===== config.mk =====
export PLATFORM = sky130hd
export DESIGN_NAME = fetch_queue
export DESIGN_NICKNAME = d
export VERILOG_FILES = /design/src/rtl/fetch_pkg.sv /design/src/rtl/fetch_fifo.sv /design/src/rtl/fetch_queue.sv
export SDC_FILE = /design/constraint.sdc
export NUM_CORES = 1
export LEC_CHECK = 0
export CORE_ASPECT_RATIO = 1.1
export CORE_MARGIN = 2
export CORE_UTILIZATION = 39
export CTS_CLUSTER_DIAMETER = 50
export DETAILED_ROUTE_END_ITERATION = 10
export GPL_TIMING_DRIVEN = 0
export PLACE_DENSITY = 0.67
export SETUP_SLACK_MARGIN = 0.1
export SLEW_MARGIN = 0
export SYNTH_ARGS = -nofsm -noshare
export SYNTH_HDL_FRONTEND = slang
export SYNTH_SLANG_ARGS = --single-unit

===== constraint.sdc =====
create_clock -name clk_i -period 4.6 [get_ports clk_i]
set_input_delay 0.92 -clock clk_i [delete_from_list [all_inputs] [get_ports clk_i]]
set_output_delay 0.92 -clock clk_i [all_outputs]
set_load 0.02 [all_outputs]

===== src/rtl/fetch_pkg.sv =====
// Shared definitions for the fetch front end: default widths, PC step and
// the {pc, instr} entry carried from the instruction memory to decode.
package fetch_pkg;

  localparam int XLEN_DEF = 64;
  localparam int ILEN_DEF = 32;
  localparam int PC_STEP  = 4;
  localparam logic [XLEN_DEF-1:0] RESET_PC_DEF = '0;

  typedef struct packed {
    logic [XLEN_DEF-1:0] pc;
    logic [ILEN_DEF-1:0] instr;
  } fetch_entry_t;

endpackage


===== src/rtl/fetch_fifo.sv =====
// Synchronous FIFO of fetch entries with push/pop/clear and occupancy.
// The head is read straight from registered storage, so a pushed entry is
// visible at dout_o one cycle after the push.
module fetch_fifo
  import fetch_pkg::*;
#(
  parameter int  DEPTH   = 4,
  parameter type entry_t = fetch_entry_t
) (
  input  logic                         clk_i,
  input  logic                         reset_i,
  input  logic                         clear_i,
  input  logic                         push_i,
  input  entry_t                       din_i,
  input  logic                         pop_i,
  output entry_t                       dout_o,
  output logic [$clog2(DEPTH+1)-1:0]   count_o,
  output logic                         empty_o,
  output logic                         full_o
);

  localparam int CW = $clog2(DEPTH+1);
  localparam int AW = $clog2(DEPTH);
  localparam logic [CW-1:0] FULL_CNT = CW'(DEPTH);

  entry_t          mem_q [DEPTH];
  logic [AW-1:0]   rd_ptr_q, wr_ptr_q;
  logic [CW-1:0]   count_q;
  logic            do_push, do_pop;

  // Pop from empty is a no-op; push into a full queue is only taken when a
  // pop frees the head slot in the same cycle.
  assign do_pop  = pop_i && (count_q != '0);
  assign do_push = push_i && ((count_q != FULL_CNT) || do_pop);

  assign dout_o  = mem_q[rd_ptr_q];
  assign count_o = count_q;
  assign empty_o = (count_q == '0);
  assign full_o  = (count_q == FULL_CNT);

  // Pointer and occupancy update; clear empties the queue in one cycle.
  always_ff @(posedge clk_i) begin
    if (reset_i || clear_i) begin
      rd_ptr_q <= '0;
      wr_ptr_q <= '0;
      count_q  <= '0;
    end else begin
      if (do_push) wr_ptr_q <= wr_ptr_q + 1'b1;
      if (do_pop)  rd_ptr_q <= rd_ptr_q + 1'b1;
      count_q <= count_q + CW'(do_push) - CW'(do_pop);
    end
  end

  // Entry storage; contents past the tail are don't-care.
  always_ff @(posedge clk_i) begin
    if (do_push) mem_q[wr_ptr_q] <= din_i;
  end

endmodule


===== src/rtl/fetch_queue.sv =====
// Fetch front end: sequential PC generation, credit-limited requests to the
// instruction memory, in-order response queue towards decode, and branch
// flush that discards responses still in flight.
// Optional: FETCH_BYPASS_EN lets a response reach decode in its arrival
// cycle when the queue is empty.
module fetch_queue
  import fetch_pkg::*;
#(
  parameter int XLEN  = XLEN_DEF,
  parameter int ILEN  = ILEN_DEF,
  parameter int DEPTH = 4,
  parameter logic [XLEN-1:0] RESET_PC = XLEN'(RESET_PC_DEF)
) (
  input  logic            clk_i,
  input  logic            reset_i,
  input  logic            branchtaken_i,
  input  logic [XLEN-1:0] branch_target_i,
  output logic            imem_req_valid_o,
  input  logic            imem_req_ready_i,
  output logic [XLEN-1:0] imem_addr_o,
  input  logic            imem_rsp_valid_i,
  input  logic [ILEN-1:0] imem_rsp_data_i,
  output logic            fd_valid_o,
  input  logic            fd_ready_i,
  output logic [ILEN-1:0] fd_instr_o,
  output logic [XLEN-1:0] fd_pc_o
);

  localparam int CW = $clog2(DEPTH+1);

  typedef struct packed {
    logic [XLEN-1:0] pc;
    logic [ILEN-1:0] instr;
  } entry_t;

  logic [XLEN-1:0] pc_q, pc_d;
  // PC of the next response that will be kept. Responses return in order
  // and requests go out to consecutive PCs, so once the dropped responses
  // have drained this tracks the request stream exactly.
  logic [XLEN-1:0] rsp_pc_q, rsp_pc_d;
  logic [CW-1:0]   out_q, out_d, drop_q, drop_d, occ;
  logic [CW:0]     credit_sum;
  logic [XLEN-1:0] tgt_pc;
  logic            empty, full, req_fire, rsp_keep, push, pop, fd_v;
  entry_t          push_e, head, fd_e;
  logic            unused_tgt_lsb;

  assign unused_tgt_lsb = ^branch_target_i[1:0];
  assign tgt_pc         = {branch_target_i[XLEN-1:2], 2'b00};

  // Credit: never have more requests in flight than free queue slots.
  assign credit_sum       = {1'b0, occ} + {1'b0, out_q};
  assign imem_req_valid_o = !reset_i && !branchtaken_i && (credit_sum < (CW+1)'(DEPTH));
  assign imem_addr_o      = pc_q;
  assign req_fire         = imem_req_valid_o && imem_req_ready_i;

  assign rsp_keep = imem_rsp_valid_i && (drop_q == '0) && !branchtaken_i;
  assign push_e   = '{pc: rsp_pc_q, instr: imem_rsp_data_i};

`ifdef FETCH_BYPASS_EN
  logic byp;
  assign byp  = rsp_keep && empty;
  assign fd_v = !reset_i && !branchtaken_i && (!empty || byp);
  assign fd_e = empty ? push_e : head;
  // A bypassed response taken by decode this cycle never enters the queue.
  assign push = rsp_keep && !(byp && fd_ready_i);
`else
  assign fd_v = !reset_i && !branchtaken_i && !empty;
  assign fd_e = head;
  assign push = rsp_keep;
`endif

  assign pop        = fd_v && fd_ready_i && !empty;
  assign fd_valid_o = fd_v;
  assign fd_pc_o    = fd_v ? fd_e.pc    : '0;
  assign fd_instr_o = fd_v ? fd_e.instr : '0;

  fetch_fifo #(.DEPTH(DEPTH), .entry_t(entry_t)) u_fifo (
    .clk_i   (clk_i),
    .reset_i (reset_i),
    .clear_i (branchtaken_i),
    .push_i  (push),
    .din_i   (push_e),
    .pop_i   (pop),
    .dout_o  (head),
    .count_o (occ),
    .empty_o (empty),
    .full_o  (full)
  );

  // Next PC, in-flight and drop counters; a branch turns everything still
  // in flight (minus this cycle's response) into responses to discard.
  always_comb begin
    pc_d     = pc_q;
    rsp_pc_d = rsp_pc_q;
    out_d    = out_q;
    drop_d   = drop_q;
    if (branchtaken_i) begin
      pc_d     = tgt_pc;
      rsp_pc_d = tgt_pc;
      out_d    = out_q - CW'(imem_rsp_valid_i);
      drop_d   = out_q - CW'(imem_rsp_valid_i);
    end else begin
      if (req_fire) pc_d = pc_q + XLEN'(PC_STEP);
      if (imem_rsp_valid_i && (drop_q == '0)) rsp_pc_d = rsp_pc_q + XLEN'(PC_STEP);
      if (imem_rsp_valid_i && (drop_q != '0)) drop_d = drop_q - 1'b1;
      out_d = out_q + CW'(req_fire) - CW'(imem_rsp_valid_i);
    end
  end

  // Front-end state registers.
  always_ff @(posedge clk_i) begin
    if (reset_i) begin
      pc_q     <= RESET_PC;
      rsp_pc_q <= RESET_PC;
      out_q    <= '0;
      drop_q   <= '0;
    end else begin
      pc_q     <= pc_d;
      rsp_pc_q <= rsp_pc_d;
      out_q    <= out_d;
      drop_q   <= drop_d;
    end
  end

  // Credit invariant and no-overflow check.
  always_ff @(posedge clk_i) begin
    if (!reset_i) begin
      assert (credit_sum <= (CW+1)'(DEPTH));
      assert (!(push && full && !pop));
    end
  end

endmodule


Word level (Yosys, flattened, before mapping):

Memories as Yosys holds them, arrays and structs flattened. A register that Yosys moved wholly into a read port is not among the register bits.
Cells that the tools add are included.

* $add $sub $neg: 11
* order comparisons: 1
* equality and inequality tests: 1
* mux-type cells: 13
* reduce and logical (&&, ||, !) cells: 24

Operators with widths (count)
* 2-to-1 mux 64 bit: 5
* adder 64 x 3 -> 64 bit (second input constant): 2
* 2-to-1 mux 32 bit: 1
* logical AND 1 bit: 11
* 2-to-1 mux 3 bit: 3
* subtractor 3 x 1 -> 3 bit: 3
* adder 3 x 1 -> 3 bit: 2
* zero test 3 bit: 2
* nonzero test 2 bit: 3
* nonzero test 3 bit: 2
* adder 2 x 1 -> 2 bit (second input constant): 2
* adder 3 x 3 -> 4 bit: 1
* less-than comparator 4 x 3 -> 1 bit (second input constant): 1
* 2-to-1 mux 2 bit: 2
* zero test 1 bit: 3
* inequality test 3 bit (second input constant): 1
* subtractor 3 x 1 -> 3 bit (second input constant): 1
* logical OR 1 bit: 2
* 2-to-1 mux 1 bit: 2
* OR reduction 2 bit: 1

* bits in registers: 141
* bits in writable memories: 384
* input bits: 102
* word-level logic and storage cells: 60
* memories kept: 1

Memories
* u_fifo.mem_q: words 4, width 96, rd ports 1, clocked after Yosys merged registers in 1, write ports 1, RTL line fetch_fifo.sv:26 `entry_t mem_q [DEPTH];`

Longest topological paths before layout:

Gate-level depths: netlist of run 1.

* word-level depth: 10
* depth in mapped cells: 15
* mapped depth without buffers: 12

By module:

From an unflattened synthesis of run 1, not the netlist that was laid out.

* cell total of the unflattened synthesis: 1613
* area, all modules: 22475.3 um2

By module, submodules not included
* fetch_fifo: times used 1, cells each 549, area each 14293.7 um2, seq. area each 11711.2 um2
* fetch_queue: times used 1, cells each 1064, area each 8181.6 um2, seq. area each 2602.5 um2

Worst setup path after synthesis of run 1:

OpenSTA, ideal clock, no wires.

* path kind: input-to-reg
* start point: in imem_rsp_valid_i
* end point: mem u_fifo.mem_q[1][0] (netlist name), enable pin
* arrival time: 3.777 ns
* data required time: 4.137 ns
* setup slack: 0.360 ns
* stages: 3
* path buffers: 0
* cells stage by stage: nand3b_1 -> a311oi_2 -> and2_1

* longest elaborated chain between the ends: 5

Ends and longest elaborated chain
* start, declared: RTL line fetch_queue.sv:21 `input logic imem_rsp_valid_i,`
* logical AND 1 bit (2 in a row): RTL line fetch_queue.sv:57 `assign rsp_keep = imem_rsp_valid_i && (drop_q == '0) && !branchtaken_i;`
* logical AND 1 bit: RTL line fetch_fifo.sv:34 `assign do_push = push_i && ((count_q != FULL_CNT) || do_pop);`
* via u_fifo.do_push: RTL line fetch_fifo.sv:29 `logic do_push, do_pop;`
* 2-to-1 mux 1 bit: RTL line fetch_fifo.sv:56 `if (do_push) mem_q[wr_ptr_q] <= din_i;`
* 2-to-1 mux 1 bit (not written as such): RTL line fetch_fifo.sv:56
* end, declared: RTL line fetch_fifo.sv:26

The timed path passes the listed nets, and every way through them passes these cells.

Worst setup path after layout of run 1:

* start point: in reset_i
* end point: out fd_pc_o[30]

* longest elaborated chain between the ends: 4

Ends and longest elaborated chain
* start, declared: RTL line fetch_queue.sv:15 `input logic reset_i,`
* zero test 1 bit
* logical AND 1 bit (2 in a row): RTL line fetch_queue.sv:68 `assign fd_v = !reset_i && !branchtaken_i && !empty;`
* 2-to-1 mux 64 bit: RTL line fetch_queue.sv:75 `assign fd_pc_o = fd_v ? fd_e.pc : '0;`
* end, declared: RTL line fetch_queue.sv:26 `output logic [XLEN-1:0] fd_pc_o`

Every way passes these cells.

==> impl_metrics.toml, run 1 <==
[run_status]
status = "finished clean"

[die]
die-area_sq_mm = 0.0589
io_pins = 264
start_util_pct = 39.5
rows = 91
core_area_sq_mm = 0.0562
die_h_um = 254
die_w_um = 232

[clocking]
clkSlewWorstSetupHoldPaths_ns = 0.06
cts_buffer_depth = 3
cts_num_sinks = 515
cts_tree = "built"
ctsRootBufferMaster = "clkbuf_16"
holdBufCountCts = 0
cts_buffers = 57
clk-insertion-delay-late_ns = 0.62
cts_max_level = 2

[yosys]
ys_warn_count = 0
ys_async_sr_fraction_pct = 0
ys_ff_latch = 515
synth-seq-area-share_pct = 63.4
synth_compound_area_share_pct = 6.43
synthAdderAreaFrac_pct = 1.08
syn_area_sq_mm = 0.0222
ys_types = 72
syn_area_per_cell_sq_um = 13.9
synth_xor_area_share_pct = 3.51
synthMuxAreaShare_pct = 10.0
synth_top_family_by_area = "simple AND/OR/NAND/NOR gates"
yosys.area_share.simple_pct = 13.3
synth_edf_count = 376
ys.flop_type = "edfxtp_1"
synth_cells = 1601

[pwr]
powerDensity_mw_per_mm2 = 384
power_mw = 10.7
leakage_nw = 9.14
ir_drop_v = 0.000298

[timing]
fin_crit_ns = 4.35
worst_pin_slew_ns = 1.02
finalMaxSlewViolations = 0
layout_setup_ws_ns = 0.251
hold_violations = 0
finalCritPeriodShare_pct = 94.5
fin_worst_skew_ns = 0.0175
clock.fmax_mhz = 230
maxSlewHeadroom_pct = 30.9
rsz0062_at_grt = "no"
tns_ns = 0
finalSetupViolCount = 0

[setup_path]
crit_slowest_cell = "clkdlybuf4s50_1"
startpoint = "reset_i"
worst-path-buf-inv = 4
cp_common_cell = "clkdlybuf4s50_1"
rr_worst_depth = 15
cp-start-kind = "input pin"
crit_family = "buffers and inverters"
crit_required_ns = 3.68
rrSetupSlack_ns = 0.82
path_max_fanout = 10
slowest_delay_ns = 0.61
end_kind = "output pin"
timing.rr.start = "u_fifo.count_o[1]$_SDFF_PP0_"
cp_data_arrival_time_ns = 3.43
cp_cell_sequence = "clkdlybuf4s50_1, or2_4, a21oi_4, buf_6, clkbuf_2, and2_1, clkdlybuf4s50_1"
cp_num_cells = 7
crit_type = "in -> out"

[min_path]
hp-class = "reg -> reg"
worst_hold_startpoint = "rsp_pc_q[44]$_SDFFE_PP0P_"
hold_path_depth = 0

[finish]
drive_above_1_share_pct = 13.6
final_nets = 2048
fillers = 4950
fin_area_sq_mm = 0.0280
stdcell_count = 2723
areaGrowthSynthToFinish_pct = 25.8

[placed_design]
place_congestion = 0.905
dp.cells = 2613
pre_cts_ws_ns = -1.14
dpl.hpwl_mm = 47.2
dpl-instance-area_sq_mm = 0.0259
io_buffer_count = 257

[routing]
drc_errors = 0
drt_iter0_markers = 1481
wire_per_inst_um = 24.3
routed_wl_mm = 66.1
ant_nets = 0
firstDrtPassIters = 7
via_count = 15100
vias_per_cell = 5.54

[job]
maxCapViolations = 0

[grt]
grt_max_degree = 40
grt_use_total_pct = 22.4
grt_pass1_vias = 15200
grt_first_pass_wirelength_mm = 97.7
antenna_found_initial = 1
gr-total-overflow = 0
-- routing by layer --
metal  track usage [%]  share of wire, %
met1              29.6                41
met3              6.04               9.3
met5                 0                 0
met2              36.2                47
met4              7.01               3.0
-- report_power, final --
| group | internal (mW) | switching, mW | total [mW] |
|---|---|---|---|
| Combinational | 0.341 | 0.435 | 0.776 |
| Sequential | 5.13 | 0.157 | 5.29 |
| Clock | 2.75 | 1.93 | 4.68 |
-- worst paths after layout --
path | end
setup / recovery | fd_pc_o[30]
hold / removal | u_fifo.mem_q[3][76]$_DFFE_PP_
setup reg to reg | out_q[2]$_SDFF_PP0_
hold reg to reg | u_fifo.mem_q[3][76]$_DFFE_PP_
-- state kept, by name, indices dropped and copies added (netlist names), named ones only --
| register | cells |
|---|---|
| drop_q | 3 |
| imem_addr_o | 62 |
| out_q | 3 |
| rsp_pc_q | 62 |
| u_fifo.count_o | 3 |
| u_fifo.mem_q | 376 |
| u_fifo.rd_ptr_q | 2 |
| u_fifo.wr_ptr_q | 2 |
-- stage by stage --
stage	utilization, %	hold WS [ns]
finish	49.7	0.523
global route	49.7	0.537
CTS	49.7	0.513
detailed placement	46.1	0.498
global placement	45.7	0.490
floorplan	-	0.458
-- final cells by class --
class | count | area (sq um) | share of cell area [%]
inverter | 29 | 109 | 0.389
clock buffer | 78 | 1650 | 5.90
timing repair buffer | 266 | 2770 | 9.92
antenna | 2 | 5.00 | 0.0179
tap | 744 | 931 | 3.33
sequential | 515 | 14100 | 50.3
clock inverter | 30 | 298 | 1.07
multi-input combinational | 969 | 7670 | 27.4
buffer | 90 | 443 | 1.58
-- Yosys cell counts (12+ instances only) --
cell,number,share of area [%]
o21ai_0,26,0.59
o22ai_1,15,0.42
nor2_1,97,1.6
and2_1,111,3.1
and3_1,32,0.90
nand2_1,97,1.6
a21oi_1,67,1.5
inv_1,28,0.47
buf_2,12,0.27
a31oi_1,17,0.48
nand4_1,46,1.3
mux4_2,94,9.5
ha_1,16,0.90
dfxtp_1,139,13
nor3_1,28,0.63
xnor2_1,56,2.2
a211oi_1,30,1.0
edfxtp_1,376,51
nand3_1,49,1.1
a21boi_0,17,0.57
xor2_1,33,1.3
and4_1,17,0.67
clkbuf_1,63,1.1
-- layout by cell type, fill, tap and decap left out, types with 26 or more instances in the layout --
cell type / synthesis / routed
a211oi_1: 30 / 30
xnor2_1: 56 / 56
edfxtp_1: 376 / 376
nand2_1: 97 / 97
and3_1: 32 / 32
nand3_1: 49 / 49
a21oi_1: 67 / 66
o21ai_0: 26 / 26
clkbuf_16: 0 / 60
nor2_1: 97 / 97
mux4_2: 94 / 94
and2_1: 111 / 107
xor2_1: 33 / 33
nand4_1: 46 / 46
clkbuf_1: 63 / 60
nor3_1: 28 / 28
clkdlybuf4s50_1: 0 / 257
dfxtp_1: 139 / 139
inv_1: 28 / 28
-- cells by family after synthesis --
family                   Yosys count
AND/OR/NAND/NOR                  533
flip-flops                       515
XOR/XNOR                          89
buffers and inverters            120
multiplexers                     104
adder cells (fa/ha/maj)           18
other                              1
AO/OA/AOI/OAI                    221
-- what timing repair did --
item                                    CTS  global route
endpoints found under the setup margin   95            49
gates resized for setup                  20             8
setup buffers                             1             0
Power figures use the tool's default switching activity.
==> run 2: changes to the inputs <==
--- a/config.mk
+++ b/config.mk
@@ -11,6 +11,7 @@
 export CTS_CLUSTER_DIAMETER = 50
 export DETAILED_ROUTE_END_ITERATION = 10
 export GPL_TIMING_DRIVEN = 0
+export HOLD_SLACK_MARGIN = 0.06
 export PLACE_DENSITY = 0.67
 export SETUP_SLACK_MARGIN = 0.1
 export SLEW_MARGIN = 0
==> results of run 2 <==
The final DEF is identical to that of run 1; final timing and power are the same.
